$ cat src/rtl/filt_cici_pkg.sv
// Width helpers shared by the CIC interpolator and its sub-module.
//   f_cici_int_width : internal datapath width, inp_w + N*clog2(R*M)
//   f_cici_oup_width : output width, internal width minus clog2(R)
package filt_cici_pkg;

  function automatic int unsigned f_cici_int_width(input int unsigned inp_w,
                                                    input int unsigned n,
                                                    input int unsigned r,
                                                    input int unsigned m);
    return inp_w + n * 32'($clog2(r * m));
  endfunction

  function automatic int unsigned f_cici_oup_width(input int unsigned inp_w,
                                                    input int unsigned n,
                                                    input int unsigned r,
                                                    input int unsigned m);
    return f_cici_int_width(inp_w, n, r, m) - 32'($clog2(r));
  endfunction

endpackage

$ cat src/rtl/filt_cici_integ.sv
// Single enabled wrap-around accumulator used as one CIC integrator stage.
//   i_clk, i_rst_an : clock, async active-low reset
//   i_ena           : accumulate enable; state holds when low
//   i_data          : addend
//   o_acc           : registered accumulator value
module filt_cici_integ #(
  parameter int unsigned gp_width = 14
) (
  input  logic                i_clk,
  input  logic                i_rst_an,
  input  logic                i_ena,
  input  logic [gp_width-1:0] i_data,
  output logic [gp_width-1:0] o_acc
);

  logic [gp_width-1:0] acc_d;
  logic [gp_width-1:0] acc_q;

  always_comb begin
    acc_d = acc_q;
    if (i_ena) begin
      acc_d = acc_q + i_data;
    end
  end

  always_ff @(posedge i_clk or negedge i_rst_an) begin
    if (!i_rst_an) begin
      acc_q <= '0;
    end else begin
      acc_q <= acc_d;
    end
  end

  assign o_acc = acc_q;

endmodule

$ cat src/rtl/filt_cici.sv
// CIC interpolation filter: N low-rate combs, zero-stuffing by R, N full-rate
// integrators, all on one clock with a phase-counter sample strobe.
//   i_clk, i_rst_an : full-rate clock, async active-low reset
//   i_ena           : global enable; all state freezes when low
//   i_data          : signed low-rate sample, taken when o_rdy is high
//   o_rdy           : sample strobe, one cycle per R enabled cycles
//   o_data          : signed full-rate output (LSBs of the last integrator)
module filt_cici
  import filt_cici_pkg::*;
#(
  parameter int unsigned gp_interpolation_factor = 4,
  parameter int unsigned gp_order                = 3,
  parameter int unsigned gp_diff_delay           = 1,
  parameter int unsigned gp_phase                = 0,
  parameter int unsigned gp_inp_width            = 8,
  parameter int unsigned gp_oup_width            =
    f_cici_oup_width(gp_inp_width, gp_order, gp_interpolation_factor, gp_diff_delay)
) (
  input  logic                    i_clk,
  input  logic                    i_rst_an,
  input  logic                    i_ena,
  input  logic [gp_inp_width-1:0] i_data,
  output logic                    o_rdy,
  output logic [gp_oup_width-1:0] o_data
);

  localparam int unsigned lp_w     =
    f_cici_int_width(gp_inp_width, gp_order, gp_interpolation_factor, gp_diff_delay);
  localparam int unsigned lp_cnt_w = $clog2(gp_interpolation_factor);
  localparam int unsigned lp_dly_w = gp_diff_delay * lp_w;

  logic [lp_cnt_w-1:0] cnt_d, cnt_q;
  logic                strobe;
  logic [lp_w-1:0]     comb_out;
  logic [lp_w-1:0]     r_up_d, r_up_q;
  logic                up_vld_d, up_vld_q;
  logic [lp_w-1:0]     up_in;
  logic [lp_w-1:0]     integ_last;

  // Strobe is gated by reset so it reads 0 while reset is held.
  assign strobe = i_rst_an && i_ena && (cnt_q == lp_cnt_w'(gp_phase));
  assign o_rdy  = strobe;

  // Phase counter, 0..R-1, advancing on enabled cycles only.
  always_comb begin
    cnt_d = cnt_q;
    if (i_ena) begin
      cnt_d = (cnt_q == lp_cnt_w'(gp_interpolation_factor - 1)) ? '0
                                                                 : cnt_q + lp_cnt_w'(1);
    end
  end

  // Comb chain, combinational at the low rate; each delay line shifts on the strobe.
  for (genvar k = 0; k < gp_order; k++) begin : g_comb
    logic [lp_w-1:0]                         x;
    logic [lp_w-1:0]                         y;
    logic [gp_diff_delay-1:0][lp_w-1:0]      dly_d, dly_q;

    if (k == 0) begin : g_src
      assign x = lp_w'($signed(i_data));
    end else begin : g_chain
      assign x = g_comb[k-1].y;
    end

    assign y = x - dly_q[gp_diff_delay-1];

    // Concatenate-and-truncate drops the oldest entry and inserts x at index 0.
    always_comb begin
      dly_d = dly_q;
      if (strobe) begin
        dly_d = lp_dly_w'({dly_q, x});
      end
    end

    always_ff @(posedge i_clk or negedge i_rst_an) begin
      if (!i_rst_an) begin
        dly_q <= '0;
      end else begin
        dly_q <= dly_d;
      end
    end
  end

  assign comb_out = g_comb[gp_order-1].y;

  // Upsampler register plus a flag marking the single enabled cycle it is consumed.
  always_comb begin
    r_up_d   = r_up_q;
    up_vld_d = up_vld_q;
    if (strobe) begin
      r_up_d = comb_out;
    end
    if (i_ena) begin
      up_vld_d = strobe;
    end
  end

  assign up_in = up_vld_q ? r_up_q : '0;

  always_ff @(posedge i_clk or negedge i_rst_an) begin
    if (!i_rst_an) begin
      cnt_q    <= '0;
      r_up_q   <= '0;
      up_vld_q <= 1'b0;
    end else begin
      cnt_q    <= cnt_d;
      r_up_q   <= r_up_d;
      up_vld_q <= up_vld_d;
    end
  end

  // Pipelined integrator cascade at the full rate.
  for (genvar k = 0; k < gp_order; k++) begin : g_integ
    logic [lp_w-1:0] din;
    logic [lp_w-1:0] acc;

    if (k == 0) begin : g_first
      assign din = up_in;
    end else begin : g_next
      assign din = g_integ[k-1].acc;
    end

    filt_cici_integ #(
      .gp_width (lp_w)
    ) u_integ (
      .i_clk    (i_clk),
      .i_rst_an (i_rst_an),
      .i_ena    (i_ena),
      .i_data   (din),
      .o_acc    (acc)
    );
  end

  assign integ_last = g_integ[gp_order-1].acc;

  // Final value always fits the output width, so LSB truncation is exact.
  assign o_data = gp_oup_width'(integ_last);

endmodule

$ cat config.mk
export PLATFORM = sky130hd
export DESIGN_NAME = filt_cici
export DESIGN_NICKNAME = d
export VERILOG_FILES = /design/src/rtl/filt_cici_pkg.sv /design/src/rtl/filt_cici_integ.sv /design/src/rtl/filt_cici.sv
export SDC_FILE = /design/constraint.sdc
export NUM_CORES = 1
export LEC_CHECK = 0
export CORE_ASPECT_RATIO = 1.4
export CORE_UTILIZATION = 35
export DETAILED_ROUTE_END_ITERATION = 12
export PLACE_DENSITY = 0.63
export SKIP_LAST_GASP = 1
export SLEW_MARGIN = 20
export SYNTH_ARGS = -nofsm -noshare
export SYNTH_HDL_FRONTEND = slang
export SYNTH_HIERARCHICAL = 1
export SYNTH_SLANG_ARGS = --single-unit
$ cat constraint.sdc
create_clock -name i_clk -period 4.1 [get_ports i_clk]
set_input_delay 0.82 -clock i_clk [delete_from_list [all_inputs] [get_ports i_clk]]
set_output_delay 0.82 -clock i_clk [all_outputs]
set_load 0.005 [all_outputs]
==> results.rst, run 1 <==
.. list-table::
   :header-rows: 1

   * - Metric
     - Value
   * - Final hold violation count
     - 0
   * - Crit Path Max Fanout
     - 3
   * - Layout Cell Area excl Fill
     - 6990 um^2
   * - Wirelength, routed
     - 11600 um
   * - Clock tree buffer depth
     - 2
   * - Maximum clock frequency
     - 0.254 GHz
   * - Startpoint of the most critical register-to-register path
     - g_comb[0].dly_q[0]
   * - Max stage delay on crit path
     - 530 ps
   * - Routed wire length on met3
     - 235 um
   * - Total global routing overflow
     - 0
   * - 1st-pass router iterations
     - 6
   * - Number of nets produced by synthesis
     - 701
   * - Maximum number of pins on one net before global-route repair
     - 67
   * - Buffers & Inverters on Critical Path
     - 2
   * - Insertion delay to the later sink of the worst-skew pair
     - 350 ps
   * - Violation count after the first detailed-routing iteration
     - 185
   * - Placeable core area
     - 16200 um^2
   * - Die H
     - 154 um
   * - Net total in the final layout
     - 770
   * - Endpoint of the lowest-slack register-to-register path
     - r_up_q[11]
   * - Setup-violating endpoint count in the final report
     - 0
   * - Fin cells
     - 886
   * - Total instance count after detailed placement
     - 869
   * - Average wire per standard cell
     - 13.1 um
   * - Mean Syn Cell Area
     - 9.36 um^2
   * - Instance count of the mapped netlist
     - 616
   * - Class of the most critical setup path
     - input pin to flop
   * - Pins over their slew limit
     - 0
   * - Cell family with most CP delay
     - compound AO/OA/AOI/OAI gates
   * - First-pass GRT wire length
     - 19900 um
   * - Critical path capture point type
     - flop
   * - Post-synthesis instance area
     - 5770 um^2
   * - Final weighted congestion in routability-driven placement
     - 0.882
   * - Placed wire-length estimate
     - 8340 um
   * - Least-Margin Pin Slew
     - 843 ps
   * - Final Cycle Share
     - 95.8%
   * - Placed Instance Area
     - 6530 um^2
   * - Result of the run
     - complete, no violations
   * - Path type of the worst min-delay path
     - input pin to async pin
   * - CTS root buffer
     - sky130_fd_sc_hd__clkbuf_16
   * - Relative slew margins
     - 43.8%
   * - Critical path launch point type
     - input pin
   * - Sinks on the clock net
     - 80
   * - Worst setup slack for register-to-register paths
     - 410 ps
   * - Die Span X
     - 110 um
   * - Total Die Area
     - 17000 um^2
   * - Chain of cells forming the critical path
     - clkdlybuf4s50_1 -> ha_4 -> a21boi_2 -> o21ai_2 -> nor2b_2 -> xnor2_2 -> ha_4 -> inv_1 -> o21ai_2 -> a21oi_2 -> xnor2_2 -> ha_1 -> and2_4 -> o2111ai_2 -> o21ba_4 -> o21a_1 -> o31ai_2
   * - Via count
     - 4469
   * - Starting density of the core
     - 35.7%
   * - CTS tree
     - yes
   * - Layout Utilization
     - 43.2%
   * - Initial antenna violation count
     - 0
   * - Number of buffers inserted during clock tree synthesis
     - 9
   * - Number of top-level design ports
     - 24
   * - Top routing layer in use
     - met4
   * - Number of warnings issued by yosys
     - 6
   * - Maximum capacitance violations
     - 0
   * - Most common cell after layout, fill and taps aside
     - sky130_fd_sc_hd__dfrtp_1
   * - Count of nets left with antenna violations after detail routing
     - 0
   * - FP Rows
     - 55
   * - Number of DRC violations after detailed routing
     - 0
   * - Total global-route track usage
     - 14.4%
   * - Via count of the first global-routing pass
     - 4583
   * - Area growth syn-to-layout
     - 21.3%
   * - Post-route met1 wirelength
     - 4890 um
   * - Clock Pin Slew Worst Setup and Hold Paths
     - 60 ps
   * - Commonest cells after routing, fill and taps aside
     - sky130_fd_sc_hd__dfrtp_1 (80), sky130_fd_sc_hd__ha_1 (62), sky130_fd_sc_hd__inv_1 (54), sky130_fd_sc_hd__nand2_1 (54), sky130_fd_sc_hd__buf_4 (52)
   * - Required time at the endpoint of the critical path
     - 4360 ps
   * - Antenna Cells
     - 0
   * - Min cycle time layout
     - 3930 ps
   * - R2r worst-path depth
     - 17
   * - Met2 wire len
     - 6040 um
   * - Proportion of layout cells with a drive suffix above 1
     - 22.4%
   * - Final Skew
     - 5.44 ps
   * - Arrival time worst endpoint
     - 4190 ps
   * - Slowest CP cell
     - sky130_fd_sc_hd__clkdlybuf4s50_1
   * - Mean number of vias per cell
     - 5.04
   * - Fin Setup TNS
     - 0 ps
   * - Level count of the clock H-tree
     - 3
   * - # port buffers
     - 23
[worst max path at each step]
| stage | startpoint | end | depth (start not counted) |
|---|---|---|---|
| after detailed placement | i_data[0] | r_up_q[10] | 22 |
| final | i_data[3] | r_up_q[11] | 17 |
| after global placement | i_data[0] | r_up_q[10] | 22 |
| after CTS | i_data[0] | r_up_q[11] | 21 |
| after floorplan | i_data[0] | r_up_q[10] | 21 |
| after global routing | i_data[5] | r_up_q[11] | 17 |
[area by class of cell]
cell class                      instances  area [um^2]
Inverter                               58          218
Timing Repair Buffer                   74          594
Clock inverter                          1         5.00
Fill cell                            1514         9180
Tap cell                              199          249
Multi-Input combinational cell        462         3670
Clock buffer                           12          256
Sequential cell                        80         2000
[routing by layer]
layer / GRT usage (%) / up-vias
met2: 26.5 / 63
met5: 0 / -
met4: 9.40 / 0
met1: 15.1 / 2105
li1: - / 2270
met3: 2.13 / 31
[flip-flops by register name, indices dropped and copies added, names as in the netlist]
name                   cells
up_vld_q                   1
g_integ.u_integ/o_acc     36
cnt_q                      2
g_comb.dly_q              29
r_up_q                    12
[timing repair]
| action | 4_1_cts | 5_1_grt |
|---|---|---|
| hold endpoints to repair | 0 | 0 |
| setup buffers | 3 | 1 |
| pin swaps | 29 | 16 |
| hold buffers | 0 | 0 |
| gates cloned | 0 | 0 |
| resized for setup | 21 | 20 |
| setup endpoints to repair | 5 | 5 |
[worst reg2reg max path, delay by kind of cell (launching register included)]
family | cells | cell delay (ps)
xor gates and xnor gates | 2 | 340
buffers and inverters | 1 | 140
adders and majority gates | 4 | 1120
DFF | 1 | 400
AOI/OAI and AO/OA | 8 | 1260
and+or+nand+nor | 2 | 360
[metrics by stage]
| step | hold WS, ps | setup WS (ps) |
|---|---|---|
| after global routing | 339 | -25.5 |
| after CTS | 326 | 78.2 |
| after global placement | 454 | -552 |
| after floorplan | 438 | 4.83 |
| after detailed placement | 461 | -602 |
| final | 327 | 171 |
Power of run 1 is left out: the tool's default activity adds up to more than one toggle a clock period on the data nets, which glitch-free logic cannot reach.
==> run 2, diff against run 1 <==
Settings changed: ABC_AREA set to 1, CORE_MARGIN set to 3, PLACE_DENSITY 0.63 to 0.64, SYNTH_HIERARCHICAL 1 to not set.
==> run 2 against run 1 <==
Against the previous run: design area up 6.8%; largest cell class unchanged; synthesized area grew 4.1%; critical path depth grew 10; cell count is 23% higher; core utilization is 1.2 points higher; register-to-register slack gained 50 ps; critical path type unchanged; flip-flop and latch count unchanged; routed wire length up 13%.
==> results.rst, run 2 <==
.. list-table::
   :header-rows: 1

   * - Metric
     - Value
   * - Placeable core area
     - 16800 um^2 (+4.0%)
   * - FP Rows
     - 56 (+1.8%)
   * - Level count of the clock H-tree
     - 3 (unchanged)
   * - Via count
     - 5257 (+18%)
   * - Slowest CP cell
     - sky130_fd_sc_hd__fa_2
   * - Layout filler cell count
     - 1683 (+11%)
   * - Final weighted congestion in routability-driven placement
     - 0.884 (+0.22%)
   * - Cell family with most CP delay
     - simple AND/OR/NAND/NOR gates
   * - CTS tree
     - yes
   * - Final Cycle Share
     - 94.4% (-1.5 points)
   * - Placed Instance Area
     - 6820 um^2 (+4.5%)
   * - Starting density of the core
     - 35.7% (+0.047 points)
   * - Mean number of vias per cell
     - 4.84 (-4.1%)
   * - Setup-violating endpoint count in the final report
     - 0 (unchanged)
   * - Final hold violation count
     - 0 (unchanged)
   * - CTS root buffer
     - sky130_fd_sc_hd__clkbuf_16
   * - Placed wire-length estimate
     - 9680 um (+16%)
   * - Violation count after the first detailed-routing iteration
     - 177 (-4.3%)
   * - Total instance count after detailed placement
     - 1068 (+23%)
   * - Number of nets produced by synthesis
     - 885 (+26%)
   * - Number of synthesized flops with an enable pin
     - 0
   * - Total Die Area
     - 18800 um^2 (+10%)
   * - Critical path launch point type
     - input pin
   * - Count of cell types in the netlist
     - 39
   * - Total global routing overflow
     - 0 (unchanged)
   * - Least-Margin Pin Slew
     - 928 ps (+85.2 ps)
   * - Average wire per standard cell
     - 12.1 um (-8.2%)
   * - 1st-pass router iterations
     - 4 (-2)
   * - Path type of the worst min-delay path
     - input pin to async pin
   * - Most common cell after layout, fill and taps aside
     - sky130_fd_sc_hd__nand2_1
   * - Register bit count reported by yosys
     - 80
   * - Layout Cell Area excl Fill
     - 7470 um^2 (+6.8%)
   * - Clock tree buffer depth
     - 2 (unchanged)
   * - Post-synthesis instance area
     - 6000 um^2 (+4.1%)
   * - Required time at the endpoint of the critical path
     - 4330 ps (-30 ps)
   * - Proportion of layout cells with a drive suffix above 1
     - 15.4% (-7.0 points)
   * - Insertion delay to the later sink of the worst-skew pair
     - 350 ps (about the same)
   * - Sinks on the clock net
     - 80 (unchanged)
   * - Count of nets left with antenna violations after detail routing
     - 0 (unchanged)
   * - Total global-route track usage
     - 15.0% (+0.61 points)
   * - Proportion of synthesized flip-flops having asynchronous set or reset
     - 100%
   * - Net total in the final layout
     - 960 (+25%)
   * - Commonest cells after routing, fill and taps aside
     - sky130_fd_sc_hd__nand2_1 (223), sky130_fd_sc_hd__inv_1 (103), sky130_fd_sc_hd__dfrtp_1 (80), sky130_fd_sc_hd__buf_4 (58), sky130_fd_sc_hd__ha_1 (51)
   * - Buffers & Inverters on Critical Path
     - 5 (+3)
   * - Fin cells
     - 1087 (+23%)
   * - Arrival time worst endpoint
     - 4100 ps (-90 ps)
   * - Most repeated cell in the gate-level netlist after synthesis
     - sky130_fd_sc_hd__nand2_1
   * - Critical path capture point type
     - flop
   * - Area growth syn-to-layout
     - 24.4%
   * - Instance count of the mapped netlist
     - 804 (+31%)
   * - Number of top-level design ports
     - 24 (unchanged)
   * - Dominant cell type by count on the critical path
     - sky130_fd_sc_hd__nand2_1
   * - First-pass GRT wire length
     - 22700 um (+14%)
   * - Final Skew
     - 7.61 ps (+2.16 ps)
   * - Maximum clock frequency
     - 0.258 GHz (+1.6%)
   * - Number of warnings issued by yosys
     - 0 (-6)
   * - Initial antenna violation count
     - 0 (unchanged)
   * - Die H
     - 161 um (+4.6%)
   * - Flip-flop count of the largest register, all copies and words added
     - 36 (unchanged)
   * - Largest cells by area after synthesis
     - sky130_fd_sc_hd__dfrtp_1 (33%), sky130_fd_sc_hd__nand2_1 (14%), sky130_fd_sc_hd__ha_1 (13%)
   * - Die Span X
     - 117 um (+5.6%)
   * - Antenna Cells
     - 0 (unchanged)
   * - Maximum capacitance violations
     - 0 (unchanged)
   * - Via count of the first global-routing pass
     - 5263 (+15%)
   * - Mean Syn Cell Area
     - 7.47 um^2 (-20%)
   * - Result of the run
     - complete, no violations
   * - Ys flop type
     - sky130_fd_sc_hd__dfrtp_1
   * - Max stage delay on crit path
     - 370 ps (-160 ps)
   * - Crit Path Max Fanout
     - 4 (+1)
   * - Maximum number of pins on one net before global-route repair
     - 69 (+3.0%)
   * - Class of the most critical setup path
     - input pin to flop
   * - Pins over their slew limit
     - 0 (unchanged)
   * - Synth area leader
     - sky130_fd_sc_hd__dfrtp_1
   * - Min cycle time layout
     - 3870 ps (-60.4 ps)
   * - Sequential cell area fraction in the yosys report
     - 33.3%
   * - Top cells by instance count after synthesis
     - sky130_fd_sc_hd__nand2_1 (228), sky130_fd_sc_hd__inv_1 (110), sky130_fd_sc_hd__dfrtp_1 (80)
   * - Number of DRC violations after detailed routing
     - 0 (unchanged)
   * - Hold_buf cts
     - 0 (unchanged)
   * - Wirelength, routed
     - 13100 um (+13%)
   * - Clock Pin Slew Worst Setup and Hold Paths
     - 60 ps (about the same)
   * - Yosys top cell area share
     - 33.3%
   * - Relative slew margins
     - 38.1% (-5.7 points)
   * - # port buffers
     - 23 (unchanged)
   * - Number of buffers inserted during clock tree synthesis
     - 9 (unchanged)
[run 2: cells by family after synthesis]
group | Yosys count | synth area share [%]
AND/OR/NAND/NOR | 350 | 24.7
flip-flops | 80 | 33.3
XOR/XNOR | 34 | 5.08
adder cells (fa/ha/maj) | 70 | 15.3
AO/OA/AOI/OAI | 141 | 13.2
buffers and inverters | 129 | 8.31
[run 2: worst paths after layout]
kind / start / endpoint / slack (ps) / cells past startpoint
setup reg to reg: g_comb[0].dly_q[0] / r_up_q[9] / 460 / 25
hold reg to reg: g_comb[2].dly_q[4] / g_comb[2].dly_q[4] / 480 / 2
min in group i_clk: g_comb[2].dly_q[4] / g_comb[2].dly_q[4] / 480 / 2
setup / recovery: i_data[0] / r_up_q[9] / 230 / 27
hold / removal: i_rst_an / g_integ[2].u_integ.o_acc[6] / 310 / 1
max in group asynchronous: i_rst_an / g_comb[1].dly_q[12] / 2630 / 2
[run 2: final cells by class]
type	count	area (um^2)	area share, %
clock buffer	13	250	3.35
clock inverter	3	65.1	0.871
inverter	112	420	5.63
multi-input combinational	595	3800	50.8
sequential	80	2000	26.8
tap	203	254	3.40
timing repair buffer	81	679	9.10
[run 2: metal layers]
metal	vias up	share of wire (%)	global-route usage [%]	wire length, um
met3	37	2.3	2.10	302
met1	2376	41	15.8	5370
met2	72	53	27.8	6920
li1	2772	-	-	-
met5	-	0	0	0
met4	0	4.0	8.03	522
[run 2: what timing repair did]
item / CTS / global route
pin swaps: 3 / 20
setup buffers: 0 / 3
endpoints found under the setup margin: 6 / 7
resized for setup: 14 / 42
[run 2: per-stage QoR]
| stage | setup TNS [ps] | utilization (%) | worst slack (ps) | hold slack, ps |
|---|---|---|---|---|
| 2_1_floorplan | 0 | - | 21.7 | 449 |
| 3_3_place_gp | -2920 | 40.6 | -509 | 465 |
| 3_5_place_dp | -3180 | 40.6 | -590 | 474 |
| 4_1_cts | 0 | 42.9 | 5.71 | 300 |
| 5_1_grt | -30.4 | 44.4 | -30.4 | 309 |
| 6_report | 0 | 44.4 | 231 | 310 |
Power of run 2 is left out for the same reason.
==> run 3, diff against run 2 <==
Settings changed: ABC_CLOCK_PERIOD_IN_PS set to 4100.
==> results of run 3 <==
Same layout as run 2: the final DEF is identical, and so are final timing and power.
Power of run 3 is left out for the same reason.
